$ cat config.mk
export PLATFORM = sky130hd
export DESIGN_NAME = tmr_vote_monitor
export DESIGN_NICKNAME = d
export VERILOG_FILES = /design/src/rtl/tmr_mon_pkg.sv /design/src/rtl/tmr_sat_counter.sv /design/src/rtl/tmr_vote_monitor.sv
export SDC_FILE = /design/constraint.sdc
export NUM_CORES = 1
export LEC_CHECK = 0
export BUFFER_PORTS_ARGS = -buffer_cell sky130_fd_sc_hd__buf_2
export CAP_MARGIN = 30
export CORE_ASPECT_RATIO = 2
export CORE_MARGIN = 5
export CORE_UTILIZATION = 30
export CTS_CLUSTER_DIAMETER = 30
export DETAILED_ROUTE_END_ITERATION = 10
export HOLD_SLACK_MARGIN = 0.12
export PLACE_DENSITY = 0.51
export SYNTH_ARGS = -nofsm -noshare
export SYNTH_HDL_FRONTEND = slang
export SYNTH_HIERARCHICAL = 1
export SYNTH_SLANG_ARGS = --single-unit
$ cat constraint.sdc
create_clock -name c -period 4.4 [get_ports c]
set_input_delay 0.44 -clock c [delete_from_list [all_inputs] [get_ports c]]
set_output_delay 0.44 -clock c [all_outputs]
set_load 0.005 [all_outputs]
$ cat src/rtl/tmr_mon_pkg.sv
// Shared types and bit positions for the TMR vote monitor.
// Replica bit order in err/scrub_mask is {A,B,C}.
package tmr_mon_pkg;

    typedef enum logic [1:0] {
        IDLE = 2'd0,
        ARM  = 2'd1,
        REQ  = 2'd2
    } mon_state_t;

    localparam int REP_A = 2;
    localparam int REP_B = 1;
    localparam int REP_C = 0;

endpackage

$ cat src/rtl/tmr_sat_counter.sv
// Saturating up-counter; updates one cycle after inc, holds at all-ones.
// No backpressure; a clear in the same cycle as an increment wins.
module tmr_sat_counter
    import tmr_mon_pkg::*;
#(
    parameter int CNT_W = 8
) (
    input  logic             c,
    input  logic             rst,
    input  logic             inc,
    input  logic             clr,
    output logic [CNT_W-1:0] cnt
);

    always_ff @(posedge c or posedge rst) begin
        if (rst) begin
            cnt <= '0;
        end else if (clr) begin
            cnt <= '0;
        end else if (inc && (cnt != {CNT_W{1'b1}})) begin
            cnt <= cnt + CNT_W'(1);
        end
    end

endmodule

$ cat src/rtl/tmr_vote_monitor.sv
// Majority voter over three replicas with per-replica error counters; 1-cycle latency.
// scrub_req holds until scrub_ack; disagreements seen while requesting are not accumulated.
module tmr_vote_monitor
    import tmr_mon_pkg::*;
#(
    parameter int WIDTH   = 8,
    parameter int CNT_W   = 8,
    parameter int PERSIST = 2
) (
    input  logic             c,
    input  logic             rst,
    input  logic [WIDTH-1:0] dA,
    input  logic [WIDTH-1:0] dB,
    input  logic [WIDTH-1:0] dC,
    input  logic             clr,
    input  logic             scrub_ack,
    output logic [WIDTH-1:0] q,
    output logic [2:0]       err,
    output logic [CNT_W-1:0] cnt_a,
    output logic [CNT_W-1:0] cnt_b,
    output logic [CNT_W-1:0] cnt_c,
    output logic             multi_fault,
    output logic             scrub_req,
    output logic [2:0]       scrub_mask
);

    localparam int PW = (PERSIST < 2) ? 1 : $clog2(PERSIST + 1);

    logic [WIDTH-1:0] maj;
    logic [2:0]       dis;
    logic             mismatch;
    logic             multi_now;

    assign maj        = (dA & dB) | (dA & dC) | (dB & dC);
    assign dis[REP_A] = (dA != maj);
    assign dis[REP_B] = (dB != maj);
    assign dis[REP_C] = (dC != maj);
    assign mismatch   = |dis;
    assign multi_now  = (dis[0] & dis[1]) | (dis[0] & dis[2]) | (dis[1] & dis[2]);

    always_ff @(posedge c or posedge rst) begin
        if (rst) begin
            q   <= '0;
            err <= '0;
        end else begin
            q   <= maj;
            err <= dis;
        end
    end

    tmr_sat_counter #(.CNT_W(CNT_W)) u_cnt_a (
        .c(c), .rst(rst), .inc(dis[REP_A]), .clr(clr), .cnt(cnt_a)
    );
    tmr_sat_counter #(.CNT_W(CNT_W)) u_cnt_b (
        .c(c), .rst(rst), .inc(dis[REP_B]), .clr(clr), .cnt(cnt_b)
    );
    tmr_sat_counter #(.CNT_W(CNT_W)) u_cnt_c (
        .c(c), .rst(rst), .inc(dis[REP_C]), .clr(clr), .cnt(cnt_c)
    );

    // A new multi-replica fault outranks a simultaneous clear.
    always_ff @(posedge c or posedge rst) begin
        if (rst) begin
            multi_fault <= 1'b0;
        end else if (multi_now) begin
            multi_fault <= 1'b1;
        end else if (clr) begin
            multi_fault <= 1'b0;
        end
    end

    mon_state_t    state;
    logic [PW-1:0] pcnt;
    logic [PW-1:0] pcnt_inc;
    logic [2:0]    acc;

    assign pcnt_inc = pcnt + PW'(1);

    always_ff @(posedge c or posedge rst) begin
        if (rst) begin
            state <= IDLE;
            pcnt  <= '0;
            acc   <= '0;
        end else begin
            case (state)
                IDLE: begin
                    if (mismatch) begin
                        pcnt  <= PW'(1);
                        acc   <= dis;
                        state <= (PERSIST == 1) ? REQ : ARM;
                    end
                end
                ARM: begin
                    if (mismatch) begin
                        pcnt <= pcnt_inc;
                        acc  <= acc | dis;
                        if (pcnt_inc == PW'(PERSIST)) begin
                            state <= REQ;
                        end
                    end else begin
                        pcnt  <= '0;
                        acc   <= '0;
                        state <= IDLE;
                    end
                end
                REQ: begin
                    if (scrub_ack) begin
                        pcnt  <= '0;
                        acc   <= '0;
                        state <= IDLE;
                    end
                end
                default: begin
                    pcnt  <= '0;
                    acc   <= '0;
                    state <= IDLE;
                end
            endcase
        end
    end

    // Outputs decode straight from the state register so reset removes the request at once.
    assign scrub_req  = (state == REQ);
    assign scrub_mask = scrub_req ? acc : 3'b000;

endmodule

# [Word-level counts from Yosys, hierarchy flattened]
# Cells that the tools add are included.
[word_totals] mem_count=0 regBits=43 latchBits=0 elab_cells=67 romBits=0 ramBits=0
[classes] n_shift=0 n_reduce_logical=11 div=0 multipliers=0 eq_ne=12 addsub=4 magnitude_cmp=0 mux=20 bitwise=11
[op_table] cell="8-bit 2-to-1 mux" n=6
[op_table] cell="8-bit by 1-bit adder with 8-bit output, second input constant" n=3
[op_table] cell="8-bit AND" n=3
[op_table] cell="8-bit != test" n=3
[op_table] cell="8-bit != test, second input constant" n=3
[op_table] cell="8-bit bitwise OR" n=2
[op_table] cell="3-bit 2-to-1 mux" n=4
[op_table] cell="2-bit one-hot mux with 3 select lines" n=2
[op_table] cell="2-bit 2-to-1 mux" n=5
[op_table] cell="3-bit one-hot mux with 3 select lines" n=1
[op_table] cell="2-bit nonzero test" n=4
[op_table] cell="2-bit equality test, second input constant" n=2
[op_table] cell="2-bit != test, second input constant" n=2
[op_table] cell="1-bit AND" n=3
[op_table] cell="1-bit logical AND" n=3
[op_table] cell="3-bit != test, second input constant" n=1
[op_table] cell="3-bit bitwise OR" n=1
[op_table] cell="3-bit AND reduction" n=1
[op_table] cell="3-bit OR reduction" n=1
[op_table] cell="2-bit by 1-bit adder with 2-bit output, second input constant" n=1
[op_table] cell="2-bit by 1-bit equality test with 1-bit output, second input constant" n=1
[op_table] cell="2-bit zero test" n=1
[op_table] cell="1-bit 2-to-1 mux" n=2
[op_table] cell="1-bit bitwise OR" n=2
[op_table] cell="2-bit AND reduction" n=1

# [Depth between registers and ports, before layout]
# Gate-level depths: netlist of run 1.
[logic_depth] ltp_word=8 mapped_depth=8 mapped_depth_nobuf=8

# [Hierarchy]
# Netlist of run 1, hierarchy kept.
[modules_own_cells] module="tmr_sat_counter" cells_per_inst=49 area_each_um2=504.2 instances=3
[modules_own_cells] module="tmr_vote_monitor" cells_per_inst=144 area_each_um2=1277.5 instances=1

# [Least setup slack after synthesis of run 1]
# No wires, ideal clock.
[synth_path] path_kind="input to register" startpoint="in dA[6]" endpoint="reg u_cnt_c.cnt[5]" t_arrival_ns=1.949 cell_stages=7 setup_slack_ns=2.326 path_cell_list="or3b_2 -> nand4_1 -> nor4_4 -> inv_1 -> nand4_1 -> a211oi_2 -> mux2_4"
[synth_via] elab_chain_cells=6 elab_cells_between_ends=7 classes_between="eq/ne (1); bitwise (4); reduce/logical (2)"
[synth_lines] element="start: declaration" line="tmr_vote_monitor.sv:12" rtl="input logic [WIDTH-1:0] dA,"
[synth_lines] element="8-bit AND" line="tmr_vote_monitor.sv:34" rtl="assign maj = (dA & dB) | (dA & dC) | (dB & dC);"
[synth_lines] element="8-bit bitwise OR * (2 in a row)" line="tmr_vote_monitor.sv:34"
[synth_lines] element="8-bit != test *" line="tmr_vote_monitor.sv:37" rtl="assign dis[REP_C] = (dC != maj);"
[synth_lines] element="net dis[0]" line="tmr_vote_monitor.sv:30" rtl="logic [2:0] dis;"
[synth_lines] element="1-bit logical AND *" line="tmr_sat_counter.sv:20" rtl="end else if (inc && (cnt != {CNT_W{1'b1}})) begin"
[synth_lines] element="2-bit nonzero test (no line) *"
[synth_lines] element="end signal: assignment" line="tmr_sat_counter.sv:21" rtl="cnt <= cnt + CNT_W'(1);"
[synth_lines] element="end: declaration" line="tmr_sat_counter.sv:12" rtl="output logic [CNT_W-1:0] cnt"
# The timed path passes the listed nets; every way through them passes the cells marked *.
# A chain may end at the register's enable or synchronous reset.

# [Worst setup path in the final report of run 1]
[layout_path] startpoint="in dB[3]" endpoint="reg u_cnt_b.cnt[7]"
[layout_via] elab_chain_cells=6 elab_cells_between_ends=7 classes_between="eq/ne (1); bitwise (4); reduce/logical (2)"
[layout_lines] element="start: declaration" line="tmr_vote_monitor.sv:13" rtl="input logic [WIDTH-1:0] dB,"
[layout_lines] element="8-bit AND" line="tmr_vote_monitor.sv:34"
[layout_lines] element="8-bit bitwise OR (2 in a row)" line="tmr_vote_monitor.sv:34"
[layout_lines] element="8-bit != test *" line="tmr_vote_monitor.sv:36" rtl="assign dis[REP_B] = (dB != maj);"
[layout_lines] element="net dis[1]" line="tmr_vote_monitor.sv:30"
[layout_lines] element="1-bit logical AND *" line="tmr_sat_counter.sv:20"
[layout_lines] element="2-bit nonzero test (no line) *"
[layout_lines] element="end signal: assignment" line="tmr_sat_counter.sv:21"
[layout_lines] element="end: declaration" line="tmr_sat_counter.sv:12"
# Marked as above.

==> key figures, run 1 <==
Run status
  – Outcome: complete, no violations

Clock network
  – H-tree levels: 2
  – Clock buffer depth: 2
  – Hold buffer count at cts: 0
  – CTS Root Cell: clkbuf_16
  – Post-CTS setup buffer count: 0
  – Clk slew on worst S/H paths: 0.06 ns
  – CTS tree: yes
  – Post_cts resized: 0
  – Worst-Skew Late Latency: 0.28 ns
  – CTS Buf Count: 5
  – Sink Count: 43

Synthesis
  – Mean post-synth cell area: roughly 9.6 µm²
  – Ys flop type: dfrtp_1
  – Syn. warnings: 6
  – Synthesized cell area: 0.00279 mm²
  – Mapped Cells: around 290
  – Count of state elements after synthesis: 43
  – Post-synth EDFFs: 0
  – Seq/Total Area, Yosys: 38.6%
  – Distinct cell type count after synthesis: 42
  – Ys async rst share: 100%
  – Syn Nets: 323

Run
  – Maximum Capacitance Violations: 0

Setup path
  – Worst path max stage delay: 0.60 ns
  – Setup crit start: dB[3]
  – R2R Path End: u_cnt_a/cnt[5]
  – CP startpoint kind: input pin
  – Worst Path Class, Setup: in -> reg
  – Most common cell on crit path: nand4_1
  – Crit. End Element: register
  – Worst Path Max Fanout: 7
  – Slowest CP cell: nor4_2
  – R2R depth: 4
  – Data arrival, critical path: 2.43 ns
  – Worst-path cell chain: buf_2 -> or3b_2 -> nand4_1 -> nor4_2 -> inv_1 -> nand4_1 -> and2b_1 -> o211a_1
  – Worst R2R Setup Slack: 2.71 ns
  – Worst reg2reg path startpoint: u_cnt_a/cnt[0]
  – WP data required: around 4.6 ns

Power and ir drop
  – Worst IR Drop VDD: 0.000127 V
  – Leakage power: 1.55 nW
  – P per Cell Area: approximately 330 mW/mm²
  – Tot Pwr: 1.09 mW

Global routing
  – Gr usage total: approximately an eighth
  – Largest net degree at the start of global routing: 32
  – First-pass GRT wire length: about 12 mm
  – Initial antenna violation count: 0
  – Global route overflow: 0
  – Vias in the first global route: 2487

Floorplanning
  – Die Span Y: 146 µm
  – Num ports: 68
  – Starting Density: 30.8%
  – Die area: 0.0114 mm²
  – Die span in x: between 70 and 80 µm
  – Core Box Area: 0.00907 mm²
  – Cell Rows: 49

Routing
  – Via density: 5.33
  – Vias: approximately 2400
  – Drt total wl: 7.14 mm
  – WL/cell: 15.6 µm
  – Pre-Repair DR Iteration Count: 4
  – Violation count after the first detailed-route iteration: ~120
  – Final ANT Viol Nets: 0
  – DRC errors left: 0

Finish
  – Nets@finish: 389
  – Fillers: 968
  – Area growth syn-to-layout: 19.3%
  – Area of the multi-input gates: 0.00161 mm²
  – Register Area: 0.00108 mm²
  – # diodes: 0
  – Layout cell share with drive strength beyond 1: 32.9%

STA
  – Setup TNS: 0 ns
  – Final setup violation count: 0
  – Relative slew slack: 49.7%
  – Final count of hold timing violations: 0
  – RSZ-0062 raised after global routing: false
  – Clock skew: 0.00394 ns
  – Tcrit/Tclk final: 51.4%
  – Max Freq: 442 MHz
  – Minimum clock period: 2.26 ns
  – Actual slew at the worst max-slew pin: between 0.7 and 0.8 ns
  – Max-slew violation total from the final report: 0

Min path
  – Min-Delay Path Class: in -> async

Placement
  – Port bufs: 67
  – Dpl hpwl: roughly 5.6 mm
  – Placer congestion estimate: 0.828
==> worst max path at each step <==
stage                          end  slack, ns
CTS                 u_cnt_b/cnt[7]       2.15
global placement    u_cnt_b/cnt[7]       1.85
finish              u_cnt_b/cnt[7]       2.14
detailed placement  u_cnt_b/cnt[7]       1.84
global route        u_cnt_b/cnt[7]       2.00
floorplan           u_cnt_c/cnt[5]       2.33
==> metal layers <==
metal | global-route usage [%] | vias up | wire [µm]
met1 | 13.1 | 1160 | 2630
li1 | - | 1191 | -
met3 | 2.84 | 15 | 334
met4 | 6.22 | 0 | 209
met2 | 24.9 | 74 | 3960
met5 | 0 | - | 0
==> placed cells by master (no fill, tap or decap), drive strengths merged, types with 6 or more instances in the layout <==
| cell type | n |
|---|---|
| or3b | 16 |
| a21oi | 22 |
| nand2 | 16 |
| and3 | 6 |
| buf | 67 |
| nand4 | 14 |
| inv | 14 |
| dfrtp | 43 |
| o21ai | 6 |
| nand3 | 9 |
| nor2 | 34 |
| mux2 | 12 |
| clkbuf | 6 |
| nand3b | 16 |
| o21a | 8 |
| nor2b | 12 |
==> layout make-up <==
type | count | share of cell area [%]
Multi-Input combinational cell | 226 | 48.3
Sequential cell | 43 | 32.3
Timing Repair Buffer | 67 | 10.1
Clock buffer | 6 | 3.87
Tap cell | 102 | 3.83
Inverter | 14 | 1.58
==> synthesized netlist by cell type, drive strengths merged, types with 4 or more instances <==
cell type,count,area [µm²]
nor2,34,128
nor2b,12,75.1
mux2i,4,40.0
o22ai,4,25.0
and3,6,37.5
o21bai,4,30.0
mux2,12,180
dfrtp,43,1080
nand2,16,60.1
o21ai,6,30.0
nand3,9,50.1
ha,4,50.1
clkbuf,5,18.8
nor3,4,20.0
o21a,8,60.1
inv,14,52.6
nand3b,16,120
and4,4,35.0
nand4,14,93.8
or3b,16,140
a21oi,22,133
==> critical path: cells and delay by family <==
| family | cells | cell delay [ns] |
|---|---|---|
| AND/OR/NAND/NOR | 5 | 1.40 |
| buffers and inverters | 2 | 0.39 |
| AO/OA/AOI/OAI | 1 | 0.20 |
==> flip-flops by register name, summed over array words and instances (netlist names) <==
register and count:
u_cnt_a/cnt 8, err 3, multi_fault 1, acc 3, state 2, u_cnt_b/cnt 8, q 8, u_cnt_c/cnt 8
pcnt 2
==> kinds of logic after synthesis <==
logic type	synth area share [%]
AO/OA/AOI/OAI	16.6
XOR/XNOR	0.314
adder cells (fa/ha/maj)	1.79
buffers and inverters	3.77
flip-flops	38.6
multiplexers	7.89
AND/OR/NAND/NOR	31.1
==> through the flow <==
stage                     std cells  hold WS, ns  worst slack, ns  cell area (µm²)  utilization (%)
after floorplan                 291        0.256             2.33             2790                -
after global placement          452        0.465             1.85             3200             35.3
after detailed placement        452        0.460             1.84             3200             35.3
after CTS                       458        0.156             2.15             3330             36.7
after global routing            458        0.171             2.00             3330             36.7
final                           458        0.153             2.14             3330             36.7
==> power by group <==
group	total (mW)	switching (mW)	internal [mW]
Sequential	0.494	0.0520	0.442
Clock	0.342	0.138	0.204
Combinational	0.250	0.136	0.114
Total	1.09	0.327	0.759
Power figures use the tool's default switching activity.
==> run 2: changes to the inputs <==
==> constraint.sdc (replaced) <==
create_clock -name c -period 2.2 [get_ports c]
set_input_delay 0.22 -clock c [delete_from_list [all_inputs] [get_ports c]]
set_output_delay 0.22 -clock c [all_outputs]
set_load 0.005 [all_outputs]
==> run 2 against run 1 <==
Against the previous run:
- die area unchanged
- first-iteration DRC count shrank 6.5%
- clock-buffer cell count up 1
- sequential share of layout area shrank 0.82 points
- global-route usage is 0.082 points higher
- cell count is 2.6% higher
- register-to-register slack worse by 2.2 ns
- critical path type unchanged
- critical endpoint is now u_cnt_b/cnt[5]
- largest power group unchanged
- highest routed layer unchanged
==> key figures, run 2 (same netlist as run 1, synthesis figures left out) <==
Global routing
  – First-pass GRT wire length: 12.0 mm (+0.75%)
  – Initial antenna violation count: 0 (unchanged)
  – Global route overflow: 0 (unchanged)
  – Gr usage total: 13.2% (+0.082 points)
  – Vias in the first global route: 2512 (+1.0%)
  – Largest net degree at the start of global routing: 32 (unchanged)

Routing
  – Met3 wire len: 395 µm (+18%)
  – Vias: 2534 (+3.9%)
  – Via density: 5.39 (+1.2%)
  – Pre-Repair DR Iteration Count: 4 (unchanged)
  – DRC errors left: 0 (unchanged)
  – Final ANT Viol Nets: 0 (unchanged)
  – Top sig layer: met4
  – WL/cell: 15.9 µm (+2.0%)
  – Drt total wl: 7.47 mm (+4.7%)
  – Wl on met1: 2.72 mm (+3.4%)
  – Met2 Wirelength: 4.13 mm (+4.1%)
  – Violation count after the first detailed-route iteration: 116 (-6.5%)

Finish
  – Final instance area: 0.00342 mm² (+2.6%)
  – Fin cells: 470 (+2.6%)
  – Layout cell share with drive strength beyond 1: 34.5% (+1.6 points)
  – Most common cell after layout, fill and taps aside: buf_2
  – Most frequent cells in the layout: buf_2, dfrtp_1, nor2_1
  – Register Area: 0.00108 mm² (unchanged)
  – Area of the multi-input gates: 0.00161 mm² (unchanged)
  – # diodes: 0 (unchanged)
  – Nets@finish: 399 (+2.6%)
  – Area growth syn-to-layout: 22.4%
  – Fillers: 951 (-1.8%)

Clock network
  – Post-CTS setup buffer count: 0 (unchanged)
  – CTS tree: yes
  – CTS Buf Count: 5 (unchanged)
  – Post_cts resized: 0 (unchanged)
  – Clk slew on worst S/H paths: 0.06 ns (about the same)
  – H-tree levels: 2 (unchanged)
  – Hold buffer count at cts: 1 (+1)
  – CTS Root Cell: clkbuf_16
  – Sink Count: 43 (unchanged)
  – Clock buffer depth: 2 (unchanged)
  – Worst-Skew Late Latency: 0.29 ns (about the same)

STA
  – RSZ-0062 raised after global routing: false
  – Max-slew violation total from the final report: 0 (unchanged)
  – Minimum clock period: ~1.9 ns
  – Clock skew: 0.00561 ns (+0.00166 ns)
  – Max Freq: about 530 MHz
  – Final count of hold timing violations: 0 (unchanged)
  – Final setup violation count: 0 (unchanged)
  – Setup TNS: 0 ns (unchanged)
  – Relative slew slack: 50.0% (+0.30 points)
  – Tcrit/Tclk final: 85.0%
  – Actual slew at the worst max-slew pin: 0.749 ns (-0.00457 ns)
  – Worst Setup Slack, final: 0.331 ns (-1.81 ns)

Floorplanning
  – Core Box Area: 0.00907 mm² (unchanged)
  – Starting Density: 30.8% (unchanged)
  – Die span in x: 78.2 µm (unchanged)
  – Die area: 0.0114 mm² (unchanged)
  – Die Span Y: 146 µm (unchanged)
  – Num ports: 68 (unchanged)
  – Cell Rows: 49 (unchanged)

Setup path
  – Crit. End Element: register
  – WP buf/inv: 3 (+1)
  – Worst R2R Setup Slack: 0.52 ns (-2.19 ns)
  – Slowest CP cell: or3b_2
  – Worst-path cell chain: buf_2 -> buf_4 -> or3b_2 -> nand4_1 -> nor4_2 -> inv_1 -> nand4_1 -> a211oi_2 -> mux2_4
  – CP endpoint: u_cnt_b/cnt[5]
  – CP startpoint kind: input pin
  – Setup crit start: dA[7]
  – WP depth: 9 (+1)
  – Most common cell on crit path: nand4_1
  – Worst Path Max Fanout: 4 (-3)
  – Crit path max-delay family: simple AND/OR/NAND/NOR gates
  – R2R Path End: u_cnt_a/cnt[0]
  – Worst Path Class, Setup: in -> reg
  – R2R depth: 4 (unchanged)
  – Worst reg2reg path startpoint: u_cnt_a/cnt[0]
  – WP data required: 2.37 ns (-2.20 ns)
  – Worst path max stage delay: 0.47 ns (-0.13 ns)
  – Data arrival, critical path: 2.04 ns (-0.39 ns)

Placement
  – Placement Cell Area: 0.00327 mm² (+2.1%)
  – Dpl hpwl: 5.83 mm (+3.7%)
  – Placed cell count: 461 (+2.0%)
  – Port bufs: 67 (unchanged)
  – Placer congestion estimate: 0.828 (about the same)
  – Setup WS pre-CTS: 0.0480 ns (-1.79 ns)

Power and ir drop
  – P per Cell Area: 654 mW/mm² (+100%)
  – Leakage power: 1.60 nW (+3.3%)
  – Worst IR Drop VDD: 0.000286 V (+120%)

Run
  – Maximum Capacitance Violations: 0 (unchanged)

Run status
  – Outcome: complete, no violations

Min path
  – Min-Delay Path Class: in -> reg
==> run 2: changes by cell type in the layout (fill, tap and decap cells not counted) <==
cell / change
buf_4: +9
dlygate4sd3_1: +1
clkinv_2: +1
clkbuf_1: +1
==> run 2: per-layer routing <==
layer / global-route usage (%) / vias to the layer above
met1: 12.7 / 1223
li1: - / 1219
met4: 6.48 / 0
met5: 0 / -
met2: 25.6 / 80
met3: 2.71 / 12
==> run 2: metrics by stage <==
| step | util, % | power [mW] | hold slack, ns |
|---|---|---|---|
| 2_1_floorplan | - | 1.31 | 0.0357 |
| 3_3_place_gp | 36.0 | 1.52 | 0.248 |
| 3_5_place_dp | 36.0 | 1.53 | 0.239 |
| 4_1_cts | 37.6 | 2.27 | 0.225 |
| 5_1_grt | 37.6 | 2.37 | 0.240 |
| 6_report | 37.6 | 2.23 | 0.233 |
==> run 2: how the worst min path moves through the flow <==
stage | start | to | slack, ns | cells past startpoint
global placement | rst | u_cnt_a/cnt[2] | 0.25 | 2
finish | dC[3] | q[3] | 0.23 | 3
CTS | dC[3] | q[3] | 0.22 | 3
floorplan | rst | u_cnt_a/cnt[0] | 0.04 | 1
global route | dC[6] | q[6] | 0.24 | 3
detailed placement | rst | u_cnt_a/cnt[7] | 0.24 | 2
==> run 2: where the power goes <==
part / internal, mW / switching, mW / total [mW]
clock network: 0.420 / 0.304 / 0.724
registers: 0.883 / 0.108 / 0.991
logic: 0.241 / 0.278 / 0.519
==> run 2: final cells by class <==
type	count	area share, %
sequential	43	31.5
multi-input combinational	226	47.1
clock inverter	1	0.147
timing repair buffer	77	12.1
tap	102	3.74
inverter	14	1.54
clock buffer	7	3.88
==> run 2: worst register-to-register path: stages, from the launching register on <==
cell      delay, ns
dfrtp_1        0.44
ha_1           0.29
and3_1         0.26
a21boi_2       0.26
mux2_4         0.32
